==> src/rtl/gate_truth_sequencer_pkg.sv <==
// Shared definitions for the gate truth-table sequencer: state encoding and
// the width helper for the settle-time down-counter.
package gate_seq_pkg;

    typedef enum logic [1:0] {
        S_IDLE  = 2'd0,
        S_WAIT  = 2'd1,
        S_CHECK = 2'd2,
        S_DONE  = 2'd3
    } state_t;

    // Counter only ever holds SETTLE-1, so clog2(SETTLE) bits suffice;
    // keep at least one bit so SETTLE=1 still yields a legal vector.
    function automatic int cnt_width(input int settle);
        return (settle > 1) ? $clog2(settle) : 1;
    endfunction

endpackage

==> src/rtl/gate_truth_sequencer_settle_timer.sv <==
// Loadable down-counter that times how long each input vector is held
// before the gate output is sampled. zero flags the final hold cycle.
module settle_timer #(
    parameter int W = 1
) (
    input  logic         clk,
    input  logic         clrn,
    input  logic         load,
    input  logic         dec,
    input  logic [W-1:0] load_val,
    output logic         zero
);

    localparam logic [W-1:0] ONE = W'(1);

    logic [W-1:0] cnt;

    // Load takes priority over decrement; synchronous active-low clear.
    always_ff @(posedge clk) begin
        // NOTE: state registers use non-blocking (<=) so every flop samples
        // pre-edge values regardless of statement order.
        if (!clrn)
            cnt <= '0;
        else if (load)
            cnt <= load_val;
        else if (dec)
            cnt <= cnt - ONE;
    end

    assign zero = (cnt == '0);

endmodule

==> src/rtl/gate_truth_sequencer.sv <==
// Self-checking sequencer for a small combinational gate: walks every input
// vector, holds it for SETTLE cycles, samples dut_f and scores it against
// TRUTH. Reports pass, mismatch count and the first failing vector.
module gate_truth_sequencer
    import gate_seq_pkg::*;
#(
    parameter int                        N_IN   = 2,
    parameter int                        SETTLE = 2,
    parameter logic [(1 << N_IN) - 1:0]  TRUTH  = 'b0001
) (
    input  logic            clk,
    input  logic            clrn,
    input  logic            start,
    input  logic            dut_f,
    output logic [N_IN-1:0] dut_in,
    output logic            busy,
    output logic            done,
    output logic            pass,
    output logic [N_IN:0]   err_count,
    output logic [N_IN-1:0] fail_vec
);

    localparam int              CW          = cnt_width(SETTLE);
    localparam logic [CW-1:0]   SETTLE_LOAD = CW'(SETTLE - 1);
    localparam logic [N_IN-1:0] VEC_ONE     = N_IN'(1);
    localparam logic [N_IN:0]   ERR_ONE     = (N_IN + 1)'(1);

    state_t          state;
    logic [N_IN-1:0] vec;
    logic            timer_load;
    logic            timer_dec;
    logic            timer_zero;
    logic            mismatch;
    logic            last_vec;

    // dut_in is the registered vector, so it only moves on the edges that
    // leave IDLE or CHECK and never glitches between samples.
    assign dut_in   = vec;
    assign mismatch = (dut_f != TRUTH[vec]);
    assign last_vec = &vec;

    // Timer control: reload on entry to every WAIT, count down inside WAIT.
    always_comb begin
        // NOTE: every always_comb output gets a default first so no path
        // leaves it unassigned and a latch is never inferred.
        timer_load = 1'b0;
        timer_dec  = 1'b0;
        case (state)
            S_IDLE:  timer_load = start;
            S_WAIT:  timer_dec  = !timer_zero;
            S_CHECK: timer_load = !last_vec;
            default: ;
        endcase
    end

    settle_timer #(
        .W (CW)
    ) u_settle_timer (
        .clk      (clk),
        .clrn     (clrn),
        .load     (timer_load),
        .dec      (timer_dec),
        .load_val (SETTLE_LOAD),
        .zero     (timer_zero)
    );

    // Sequencer FSM, vector counter and scoreboard with registered outputs.
    always_ff @(posedge clk) begin
        if (!clrn) begin
            state     <= S_IDLE;
            vec       <= '0;
            busy      <= 1'b0;
            done      <= 1'b0;
            pass      <= 1'b0;
            err_count <= '0;
            fail_vec  <= '0;
        end else begin
            done <= 1'b0;
            case (state)
                S_IDLE: begin
                    if (start) begin
                        state     <= S_WAIT;
                        vec       <= '0;
                        busy      <= 1'b1;
                        err_count <= '0;
                        fail_vec  <= '0;
                    end
                end
                S_WAIT: begin
                    if (timer_zero)
                        state <= S_CHECK;
                end
                S_CHECK: begin
                    if (mismatch) begin
                        err_count <= err_count + ERR_ONE;
                        if (err_count == '0)
                            fail_vec <= vec;
                    end
                    if (last_vec) begin
                        state <= S_DONE;
                        done  <= 1'b1;
                        busy  <= 1'b0;
                        // Fold in a mismatch found on this final sample.
                        pass  <= (err_count == '0) && !mismatch;
                    end else begin
                        state <= S_WAIT;
                        vec   <= vec + VEC_ONE;
                    end
                end
                S_DONE: begin
                    state <= S_IDLE;
                end
                default: state <= S_IDLE;
            endcase
        end
    end

endmodule

==> config.mk <==
export PLATFORM = sky130hd
export DESIGN_NAME = gate_truth_sequencer
export DESIGN_NICKNAME = d
export VERILOG_FILES = /design/src/rtl/gate_truth_sequencer_pkg.sv /design/src/rtl/gate_truth_sequencer_settle_timer.sv /design/src/rtl/gate_truth_sequencer.sv
export SDC_FILE = /design/constraint.sdc
export NUM_CORES = 1
export LEC_CHECK = 0
export CAP_MARGIN = 20
export CORE_MARGIN = 4
export CORE_UTILIZATION = 35
export DETAILED_ROUTE_END_ITERATION = 8
export PLACE_DENSITY = 0.69
export SYNTH_ARGS = -nofsm -noshare
export SYNTH_HDL_FRONTEND = slang
export SYNTH_SLANG_ARGS = --single-unit
==> constraint.sdc <==
create_clock -name clk -period 1.7 [get_ports clk]
set_clock_uncertainty 0.15 [all_clocks]
set_input_delay 0.34 -clock clk [delete_from_list [all_inputs] [get_ports clk]]
set_output_delay 0.34 -clock clk [all_outputs]
set_load 0.02 [all_outputs]
== Word level (Yosys, flattened, before mapping) ==
Cells that the tools add are included.

* Bits in registers: 13
* Word-level logic and storage cells: 60

* Add/sub/neg operators: 3
* Order comparisons: 1
* Eq/ne operators: 10
* Muxes and demuxes: 23
* Reductions and logical operators: 15

{| class="wikitable"
|+ Operators by type and width
! operator !! count
|-
| 2-to-1 mux 2 bit || 7
|-
| != test 2 bit (second input constant) || 6
|-
| AND reduction 3 bit || 4
|-
| case mux 2 bit (2 select lines) || 2
|-
| case mux 2 bit (4 select lines) || 1
|-
| 2-to-1 mux 1 bit || 7
|-
| 2-to-1 mux 3 bit || 2
|-
| case mux 3 bit (2 select lines) || 1
|-
| AND reduction 2 bit || 3
|-
| equality test 2 bit (second input constant) || 2
|-
| case mux 1 bit (2 select lines) || 2
|-
| AND reduction 4 bit || 1
|-
| nonzero test 2 bit || 2
|-
| adder 3 x 1 -> 3 bit (second input constant) || 1
|-
| zero test 3 bit || 1
|-
| < comparator 2 x 3 -> 1 bit (second input constant) || 1
|-
| adder 2 x 1 -> 2 bit (second input constant) || 1
|-
| binary-select mux 1 bit (select 2 bit) || 1
|-
| equality test 2 x 1 -> 1 bit (second input constant) || 1
|-
| zero test 1 bit || 2
|-
| zero test 2 bit || 1
|-
| logical AND 1 bit || 1
|-
| != test 1 bit || 1
|-
| subtractor 1 bit (second input constant) || 1
|}

== Longest topological paths before layout ==
Gate-level depths: netlist (run 1).

* Depth after elaboration: 5
* Depth in mapped cells: 5

== Hierarchy ==
From an unflattened synthesis (run 1), not the netlist that was laid out.

* Cells, all modules: 82
* Area total of the unflattened synthesis: 720.7 sq um

{| class="wikitable"
|+ By module, submodules not included
! module !! instances !! cells an instance !! area each (sq um)
|-
| gate_truth_sequencer || 1 || 77 || 671.9
|-
| settle_timer || 1 || 5 || 48.8
|}

== Least setup slack after synthesis (run 1) ==
Ideal clock, no wire load.

* Kind: reg-to-reg
* From: register vec[0] (netlist: dut_in[0])
* To: register fail_vec[0]
* Data arrival time: 1.452 ns
* Required time: 1.433 ns
* Setup slack: -0.019 ns
* Stages on the path, launching flop included: 6
* Period minus slack after synthesis: 1.719 ns
* Cells stage by stage: dfxtp_1 -> inv_1 -> ha_1 -> xor2_2 -> and4_1 -> a22o_1

* Word-level cells in the longest chain between the ends: 5
* Elaborated cells between the ends (all ways): 8
* Classes of those cells: eq/ne: 2; mux: 5; reduce/logical: 1

{| class="wikitable"
|+ Ends and longest elaborated chain
! what !! line !! source
|-
| from (decl) || gate_truth_sequencer.sv:29 || <nowiki>logic [N_IN-1:0] vec;</nowiki>
|-
| from (signal assigned) || gate_truth_sequencer.sv:107 || <nowiki>vec <= vec + VEC_ONE;</nowiki>
|-
| binary-select mux 1 bit (select 2 bit) || gate_truth_sequencer.sv:39 || <nowiki>assign mismatch = (dut_f != TRUTH[vec]);</nowiki>
|-
| 2-to-1 mux 1 bit (not written as such) || gate_truth_sequencer.sv:39 ||
|-
| != test 1 bit || gate_truth_sequencer.sv:39 ||
|-
| != test 2 bit (no source line) || - ||
|-
| AND reduction 4 bit (no source line) || - ||
|-
| to (signal assigned) || gate_truth_sequencer.sv:97 || <nowiki>fail_vec <= vec;</nowiki>
|-
| to (decl) || gate_truth_sequencer.sv:20 || <nowiki>output logic [N_IN-1:0] fail_vec</nowiki>
|}

Parallel ways exist; a longest one is shown, timed or not. The select of a mux whose other input is x is not followed.
A chain may end at the register's enable or synchronous reset.

== Worst setup path in the final report (run 1) ==
Same ends and word-level chain as after synthesis.

==> results.py, run 1 <==
metrics = {
    "outcome": {
        "outcome": "finished, final reports clean",
    },
    "timing": {
        "worstMarginPinSlew_ns": 0.3841,
        "rsz0062_at_grt": "no",
        "drv_slew": 0,
        "final-hold-violation-count": 0,
        "layout_setup_ws_ns": 0.1276,
        "hold_ws_ns": 0.3163,
        "period_share_pct": 92.50,
        "setup_viol_count_final": 0,
        "fin_crit_ns": 1.572,
        "max_freq_mhz": 636.0,
        "slew-limit-headroom_pct": 74.36,
    },
    "synth": {
        "synth_xor_xnor_area_share_pct": 3.683,
        "synth_adder_area_share_pct": 7.366,
        "ys_types": 30,
        "ys_seq_area_share_pct": 38.31,
        "synth_most_common_cell": "dfxtp_1",
        "synth-simple-area-share_pct": 22.47,
        "synth_area_sq_um": 679.4,
        "synth_seq_cells": 13,
        "yosys-top-cells-count": "dfxtp_1, a21oi_1, inv_1",
        "synth_largest_area_cell": "dfxtp_1",
        "syn_nets": 84,
        "syn_avg_cell_area_sq_um": 8.940,
        "yosys_warnings": 0,
        "synth_compound_area_share_pct": 19.89,
        "ys_async_sr_fraction_pct": 0,
        "synth_ff_type": "dfxtp_1",
        "synth_top_family_by_area": "simple AND/OR/NAND/NOR gates",
        "synthMuxAreaShare_pct": 1.473,
        "synth_top_area_share_pct": 38.31,
        "syn_inst": 76,
        "synth-edff-count": 0,
        "synth.area.top_cells": "dfxtp_1, ha_1, a21oi_1, inv_1, nor2b_1",
    },
    "die": {
        "pin_count": 14,
        "rows": 15,
        "start_util_pct": 38.11,
        "die_w_um": 52.06,
        "die-area_sq_mm": 0.002710,
        "fp.dieH_um": 52.06,
        "core_sq_mm": 0.001783,
    },
    "clocking": {
        "cts.clk_slew.worst_paths_ns": 0.08,
        "cts_buffers": 3,
        "cts_setup_buffers": 0,
        "cts_tree": "built",
        "cts.hold.buffers_added": 0,
        "cts.sinks": 13,
        "insertion_delay_ns": 0.28,
        "clockBufferDepth": 2,
        "cts_root_buffer": "clkbuf_4",
        "h-tree-depth": 1,
    },
    "route": {
        "drt-vias-per-instance": 4.992,
        "num_vias": 609,
        "drtIter0Drc": 15,
        "wl_mm": 1.410,
        "ant_nets": 0,
        "drc": 0,
        "firstDrtPassIters": 4,
        "wire_per_inst_um": 11.56,
    },
    "final_layout": {
        "final_cells": 122,
        "final_core_util_pct": 50.04,
        "nets": 106,
        "stdcell_area_sq_um": 892.1,
        "drive_above_1_share_pct": 15.46,
        "fill_cells": 174,
        "antenna_cells": 0,
        "area_growth_pct": 31.31,
    },
    "global_route": {
        "grt_pass1_vias": 557,
        "grt_util_all_layers_pct": 12.20,
        "grt-ovfl-total": 0,
        "top_usage_layer": "met2",
        "use_met2_pct": 16.95,
        "antenna_found_initial": 0,
        "grt_pass1_wl_mm": 2.463,
        "grt_util_met1_pct": 16.90,
        "grt_use_met3_pct": 5.731,
        "grt_max_degree": 15,
    },
    "critical_path": {
        "worstPathRequired_ns": 1.77,
        "cp-end-kind": "flop",
        "crit_path_start_kind": "flop",
        "criticalPathCategory": "reg2reg",
        "cp_data_arrival_time_ns": 1.64,
        "cp_max_fo": 4,
    },
    "worst_hold_path": {
        "min_path_type": "reg2reg",
    },
    "placement": {
        "dp.cells": 118,
        "dp_hpwl_mm": 1.055,
        "gp_congestion": 0.8161,
        "portBuffers": 13,
        "dp_slack_ns": -0.03587,
        "place_area_sq_um": 874.6,
    },
    "run": {
        "max-cap-violations": 0,
    },
    "pwr": {
        "p_leak_nw": 0.3946,
        "power.density_mw_per_mm2": 685.4,
        "peakVddDrop_v": 0.0004011,
    },
}
## worst max-delay path: stages, from the launching register on
cell      delay, ns
dfxtp_2        0.34
inv_1          0.04
ha_1           0.24
xor2_2         0.21
a311oi_2       0.34
a22o_1         0.18
## final cells by class
cell class,instances,area [sq um],area share (%)
Sequential cell,13,261.5,29.31
Tap cell,25,31.28,3.506
Clock buffer,4,26.28,2.945
Multi-Input combinational cell,53,372.9,41.80
Timing Repair Buffer,20,173.9,19.50
Inverter,7,26.28,2.945
## per-stage QoR
step	setup TNS, ns	power, mW
floorplan	0	0.3902
global placement	-0.03684	0.4276
detailed placement	-0.07813	0.4285
CTS	0	0.6223
global route	0	0.6410
finish	0	0.6114
## timing repair
| action | CTS | global route |
|---|---|---|
| endpoints found under the setup margin | 9 | 1 |
| gates resized for setup | 9 | 1 |
| cloned | 0 | 0 |
## where the power goes
| part | switching [mW] | total [mW] | internal, mW |
|---|---|---|---|
| sequential | 0.0131 | 0.328 | 0.315 |
| clock | 0.102 | 0.193 | 0.0910 |
| combinational | 0.0447 | 0.0908 | 0.0461 |
## kinds of logic (layout without fill, tap and decap cells)
| kind of cell | Yosys count | count (layout) |
|---|---|---|
| compound gates | 21 | 21 |
| xor+xnor | 2 | 2 |
| buf+inv | 10 | 31 |
| mux | 1 | 1 |
| flops | 13 | 13 |
| fa+ha+maj | 4 | 4 |
| simple gates | 25 | 25 |
## flip-flops by register name (all words and copies together) (netlist names)
signal,flops
fail_vec,2
err_count,3
pass,1
busy,1
done,1
dut_in,2
state,2
u_settle_timer.cnt,1
## cells in the final DEF, fill, tap and decap left out, types with 3 or more instances in the layout
cell | Yosys | routed
dfxtp_1 | 13 | 12
dlygate4sd2_1 | 0 | 9
a21oi_1 | 8 | 8
inv_1 | 7 | 7
buf_4 | 0 | 7
nand2_1 | 6 | 6
o21ai_0 | 5 | 5
nor2b_1 | 4 | 4
ha_1 | 4 | 4
clkbuf_4 | 0 | 3
clkdlybuf4s50_1 | 0 | 3
## path summary, 6_finish.rpt
| kind | cells after the start | from | slack (ns) | endpoint |
|---|---|---|---|---|
| setup / recovery | 5 | dut_in[0] | 0.13 | fail_vec[0] |
| setup reg to reg | 5 | dut_in[0] | 0.13 | fail_vec[0] |
| hold / removal | 2 | pass | 0.32 | pass |
| hold reg to reg | 2 | pass | 0.32 | pass |
## layer usage
layer / vias up / wire [um]
li1: 307 / -
met1: 283 / 706
met2: 17 / 603
met3: 2 / 93
met4: 0 / 6
met5: - / 0
No activity file was read; power rests on OpenSTA's default activity.
==> run 2, diff against run 1 <==
--- a/config.mk
+++ b/config.mk
@@ -5,6 +5,7 @@
 export SDC_FILE = /design/constraint.sdc
 export NUM_CORES = 1
 export LEC_CHECK = 0
+export ABC_AREA = 1
 export CAP_MARGIN = 20
 export CORE_MARGIN = 4
 export CORE_UTILIZATION = 35
==> constraint.sdc (replaced) <==
create_clock -name clk -period 1.6 [get_ports clk]
set_clock_uncertainty 0.15 [all_clocks]
set_input_delay 0.32 -clock clk [delete_from_list [all_inputs] [get_ports clk]]
set_output_delay 0.32 -clock clk [all_outputs]
set_load 0.02 [all_outputs]
==> run 2 against run 1 <==
Against the previous run: utilization decreased by 2.0 points; synthesized cell count increased by 33%; sequential power increased by 12%; setup slack got worse by 0.013 ns; highest routed layer unchanged.
==> results.py, run 2 <==
metrics = {
    "clocking": {
        "cts_buffers": 3,
        "cts_tree": "built",
        "cts.sinks": 13,
        "cts_root_buffer": "clkbuf_4",
        "insertion_delay_ns": 0.28,
        "h-tree-depth": 1,
        "cts.clk_slew.worst_paths_ns": 0.08,
        "clockBufferDepth": 2,
    },
    "timing": {
        "worstMarginPinSlew_ns": 0.2208,
        "finalSetupTns_ns": 0,
        "final-hold-violation-count": 0,
        "layout_setup_ws_ns": 0.1149,
        "period_share_pct": 92.82,
        "rsz0062_at_grt": "no",
        "fin_crit_ns": 1.485,
        "slew-limit-headroom_pct": 85.18,
        "max_freq_mhz": 673.4,
        "setup_viol_count_final": 0,
        "drv_slew": 0,
    },
    "global_route": {
        "grt-ovfl-total": 0,
        "grt_max_degree": 8,
        "grt_util_all_layers_pct": 11.59,
        "grt_pass1_wl_mm": 2.194,
        "grt_pass1_vias": 526,
        "antenna_found_initial": 0,
    },
    "final_layout": {
        "area_growth_pct": 27.20,
        "fill_cells": 197,
        "final_cell_mix": "inv_1, nand2_1, nor2_1, dfxtp_1, dlygate4sd2_1",
        "antenna_cells": 0,
        "top_register": "err_count",
        "nets": 127,
        "drive_above_1_share_pct": 10.17,
        "largest_reg_flops": 3,
    },
    "synth": {
        "syn_nets": 109,
        "ys_seq_area_share_pct": 39.02,
        "syn_avg_cell_area_sq_um": 6.603,
        "ys_async_sr_fraction_pct": 0,
        "syn_inst": 101,
        "yosys_warnings": 0,
        "ys_types": 14,
        "synth-edff-count": 0,
        "synth_top_area_share_pct": 39.02,
        "synth_most_common_cell": "nand2_1",
        "yosys-top-cells-count": "nand2_1, inv_1, nor2_1",
        "synth_area_sq_um": 666.9,
        "synth_seq_cells": 13,
        "synth_largest_area_cell": "dfxtp_1",
        "synth.area.top_cells": "dfxtp_1, nand2_1, inv_1, nor2_1, ha_1",
        "synth_ff_type": "dfxtp_1",
    },
    "critical_path": {
        "worstPathRequired_ns": 1.13,
        "crit_buf_inv": 1,
        "cp_slowest_cell": "dfxtp_1",
        "criticalPathCategory": "reg2out",
        "cp_data_arrival_time_ns": 1.02,
        "max_stage_delay_ns": 0.39,
        "cp-end-kind": "output port",
        "worstPathCellList": "dlygate4sd2_1",
        "cp_max_fo": 5,
        "critPathTopFamily": "flip-flops",
        "crit_path_start_kind": "flop",
    },
    "pwr": {
        "p_total_uw": 750.0,
        "power.density_mw_per_mm2": 884.1,
        "peakVddDrop_v": 0.0004532,
        "p_leak_nw": 0.4652,
    },
    "placement": {
        "portBuffers": 13,
        "dp_hpwl_um": 990.4,
        "gp_congestion": 0.7817,
        "dp_slack_ns": -0.1063,
    },
    "worst_hold_path": {
        "min_path_type": "reg2reg",
    },
    "route": {
        "wl_mm": 1.293,
        "num_vias": 615,
        "drt-vias-per-instance": 4.301,
        "drtIter0Drc": 15,
        "drc": 0,
        "wire_per_inst_um": 9.042,
        "ant_nets": 0,
        "firstDrtPassIters": 4,
    },
    "die": {
        "rows": 15,
        "core_sq_mm": 0.001764,
        "die-area_sq_mm": 0.002668,
        "start_util_pct": 37.80,
        "pin_count": 14,
        "fp.dieH_um": 51.65,
        "die_w_um": 51.65,
    },
    "run": {
        "max-cap-violations": 0,
    },
    "outcome": {
        "outcome": "finished, final reports clean",
    },
}
-- run 2: cell count changes in the layout (fill, tap and decap cells not counted), sizes merged, moves of 4 or more --
cell   before  now
nand2       6   23
buf         7    1
nand3       1    5
nor2b       4    0
inv         7   21
nor2        0   20
-- run 2: repair_timing --
action,in CTS,in global routing
hold buffers,0,0
buffers inserted,0,0
setup endpoints to repair,10,3
resized for setup,10,6
-- run 2: final timing paths --
path | start | endpoint | slack (ns) | cells after the start
min reg2reg | busy | busy | 0.31 | 2
max | err_count[0] | err_count[0] | 0.11 | 1
min | busy | busy | 0.31 | 2
max reg2reg | dut_in[0] | err_count[1] | 0.16 | 8
-- run 2: through the flow --
stage	hold slack (ns)	utilization [%]	cell area, sq um	std cells
2_1_floorplan	0.2890	-	666.9	101
3_3_place_gp	0.2982	46.74	824.5	139
3_5_place_dp	0.3011	46.74	824.5	139
4_1_cts	0.3143	47.52	838.3	143
5_1_grt	0.3343	48.09	848.3	143
6_report	0.3109	48.09	848.3	143
-- run 2: cell type report --
| type | count | area (sq um) | area share, % |
|---|---|---|---|
| multi-input combinational | 66 | 324.1 | 38.20 |
| tap | 25 | 31.28 | 3.687 |
| inverter | 21 | 78.83 | 9.292 |
| sequential | 13 | 262.8 | 30.97 |
| timing repair buffer | 14 | 125.1 | 14.75 |
| clock buffer | 4 | 26.28 | 3.097 |
-- run 2: cell families (layout without fill, tap and decap cells) --
kind of cell,after synthesis,count (layout),synth area share (%)
compound gates,14,14,10.88
fa+ha+maj,4,4,7.505
buf+inv,22,39,13.51
flops,13,13,39.02
simple gates,48,48,29.08
-- run 2: power breakdown --
part	switching, mW	leakage [nW]	internal [mW]
clock	0.105	0.0150	0.0967
sequential	0.0179	0.108	0.349
combinational	0.112	0.343	0.0694
-- run 2: layer usage --
| layer | track usage, % | wire, um |
|---|---|---|
| met5 | 0 | 0 |
| met4 | 5.240 | 17 |
| met3 | 5.158 | 87 |
| met2 | 17.58 | 571 |
| met1 | 13.96 | 617 |
==> run 3, diff against run 2 <==
--- a/config.mk
+++ b/config.mk
@@ -13,4 +13,5 @@
 export PLACE_DENSITY = 0.69
 export SYNTH_ARGS = -nofsm -noshare
 export SYNTH_HDL_FRONTEND = slang
+export SYNTH_HIERARCHICAL = 1
 export SYNTH_SLANG_ARGS = --single-unit
==> run 3 against run 2 <==
Against the previous run: setup slack lost 0.0066 ns; largest power group unchanged; utilization grew 0.71 points; combinational power shrank 6%; highest routed layer unchanged; largest cell class unchanged; cell area grew 1.5%.
==> results.py, run 3 <==
metrics = {
    "outcome": {
        "outcome": "finished, final reports clean",
    },
    "synth": {
        "yosys_warnings": 6,
        "syn_inst": 95,
        "ys_types": 19,
        "synth_most_common_cell": "nand2_1",
        "syn_avg_cell_area_sq_um": 7.046,
        "synth_seq_cells": 13,
        "yosys-top-cells-count": "nand2_1, inv_1, dfxtp_1",
        "synth_top_family_by_area": "simple AND/OR/NAND/NOR gates",
        "synth-simple-area-share_pct": 26.92,
        "synthMuxAreaShare_pct": 0,
        "synth_ff_type": "dfxtp_1",
        "synth.area.top_cells": "dfxtp_1, nand2_1, inv_1, ha_1, nor2_1",
        "synth_xor_xnor_area_share_pct": 0,
        "synth_area_sq_um": 669.4,
        "syn_nets": 103,
        "ys_seq_area_share_pct": 38.88,
        "synth_largest_area_cell": "dfxtp_1",
        "synth_top_area_share_pct": 38.88,
        "ys_async_sr_fraction_pct": 0,
        "synth-edff-count": 0,
        "synth_compound_area_share_pct": 16.07,
        "synth_adder_area_share_pct": 7.477,
    },
    "pwr": {
        "switching_share_pct": 32.05,
        "p_int_uw": 504.8,
        "power.density_mw_per_mm2": 863.0,
        "netSwitchingPower_uw": 238.1,
        "clkPwrFrac_pct": 28.2,
        "p_leak_nw": 0.4315,
        "peakVddDrop_v": 0.0005459,
        "seq_power_share_pct": 48.9,
        "pwr-share-comb_pct": 22.9,
    },
    "die": {
        "die-area_sq_mm": 0.002676,
        "pin_count": 14,
        "fp.dieH_um": 51.73,
        "core_sq_mm": 0.001764,
        "rows": 15,
        "start_util_pct": 37.94,
        "die_w_um": 51.73,
    },
    "clocking": {
        "cts_setup_buffers": 0,
        "cts.hold.buffers_added": 0,
        "cts.sinks": 13,
        "h-tree-depth": 1,
        "cts_buffers": 3,
        "cts_root_buffer": "clkbuf_4",
        "cts_tree": "built",
        "clockBufferDepth": 2,
        "cts.clk_slew.worst_paths_ns": 0.09,
        "insertion_delay_ns": 0.28,
    },
    "timing": {
        "rsz0062_at_grt": "no",
        "setup_viol_count_final": 0,
        "fin_crit_ns": 1.492,
        "hold_ws_ns": 0.3163,
        "drv_slew": 0,
        "final-hold-violation-count": 0,
        "max_freq_mhz": 670.4,
        "period_share_pct": 93.23,
    },
    "critical_path": {
        "cp-end-kind": "output port",
        "worstPathRequired_ns": 1.13,
        "criticalPathCategory": "reg2out",
        "max_stage_delay_ns": 0.39,
        "crit_buf_inv": 1,
        "cp_data_arrival_time_ns": 1.02,
        "rrSetupSlack_ns": 0.16,
        "crit_path_start_kind": "flop",
        "cp_max_fo": 4,
        "critPathTopFamily": "flip-flops",
        "cp_slowest_cell": "dfxtp_1",
        "worstPathCellList": "dlygate4sd2_1",
    },
    "final_layout": {
        "final_cell_mix": "nand2_1, inv_1, nor2_1, dfxtp_1, dlygate4sd2_1",
        "drive_above_1_share_pct": 15.04,
        "final_cells": 138,
        "area_growth_pct": 28.60,
        "nets": 122,
        "antenna_cells": 0,
        "top_register": "err_count",
        "final_common_cell": "nand2_1",
        "largest_reg_flops": 3,
    },
    "global_route": {
        "grt-ovfl-total": 0,
        "antenna_found_initial": 0,
        "grt_pass1_vias": 564,
        "grt_util_all_layers_pct": 11.85,
        "grt_pass1_wl_mm": 2.373,
        "grt_max_degree": 10,
    },
    "placement": {
        "dp_hpwl_mm": 1.012,
        "dp.cells": 134,
        "gp_congestion": 0.7860,
        "portBuffers": 13,
    },
    "route": {
        "drt-vias-per-instance": 4.435,
        "ant_nets": 0,
        "drtIter0Drc": 6,
        "wl_mm": 1.335,
        "firstDrtPassIters": 4,
        "num_vias": 612,
        "wire_per_inst_um": 9.674,
        "drc": 0,
    },
    "worst_hold_path": {
        "min_path_type": "reg2reg",
    },
    "run": {
        "max-cap-violations": 0,
    },
}
## run 3: changes by cell type after synthesis, moves of 2 or more
cell     previous run  this run
inv_1              20        15
nor2_1             19        11
inv_2               1         3
a22oi_1             0         2
## run 3: kinds of logic (layout without fill, tap and decap cells)
kind of cell | count (synthesis) | in the layout
and+or+nand+nor | 41 | 41
other | 1 | 1
adders and majority gates | 4 | 4
AOI/OAI and AO/OA | 18 | 18
DFF | 13 | 13
buffers and inverters | 18 | 36
## run 3: area by class of cell
| type | instances | area (sq um) |
|---|---|---|
| clock buffers | 3 | 22.52 |
| clock inverters | 1 | 5.005 |
| fillers | 203 | 903.4 |
| inverters | 18 | 67.56 |
| multi-input cells | 64 | 346.6 |
| flip-flops and latches | 13 | 262.8 |
| well taps | 25 | 31.28 |
| repair buffers | 14 | 125.1 |
## run 3: power groups by stage
stage | logic [mW] | clock network (mW) | registers (mW)
finish | 0.170 | 0.209 | 0.363
global route | 0.195 | 0.244 | 0.368
CTS | 0.169 | 0.215 | 0.363
detailed placement | 0.178 | 0 | 0.371
global placement | 0.176 | 0 | 0.371
floorplan | 0.0978 | 0 | 0.388
## run 3: path summary, 6_finish.rpt
kind           startpoint      endpoint  depth (start not counted)
max          err_count[0]  err_count[0]                          1
min                  busy          busy                          2
max reg2reg     dut_in[0]  err_count[2]                          8
min reg2reg          busy          busy                          2
## run 3: through the flow
step / setup TNS, ns / setup WS, ns / utilization (%) / cell area [sq um] / power (mW)
6_report: 0 / 0.1083 / 48.79 / 860.8 / 0.7429
5_1_grt: 0 / 0.02639 / 48.79 / 860.8 / 0.8073
4_1_cts: 0 / 0.08261 / 48.37 / 853.3 / 0.7473
3_5_place_dp: -0.05829 / -0.05148 / 47.52 / 838.3 / 0.5495
3_3_place_gp: -0.04811 / -0.04603 / 47.52 / 838.3 / 0.5465
2_1_floorplan: 0 / 0.06771 / - / 669.4 / 0.4857
## run 3: per-layer routing
| layer | track usage (%) | up-vias | routed length (um) |
|---|---|---|---|
| met1 | 16.32 | 264 | 670 |
| met4 | 6.550 | 0 | 29 |
| li1 | - | 332 | - |
| met3 | 3.152 | 4 | 58 |
| met2 | 16.53 | 12 | 577 |
| met5 | 0 | - | 0 |
## run 3: what timing repair did
| action | CTS | global route |
|---|---|---|
| endpoints found under the setup margin | 10 | 4 |
| gates resized for setup | 10 | 5 |
| gates cloned | 0 | 0 |
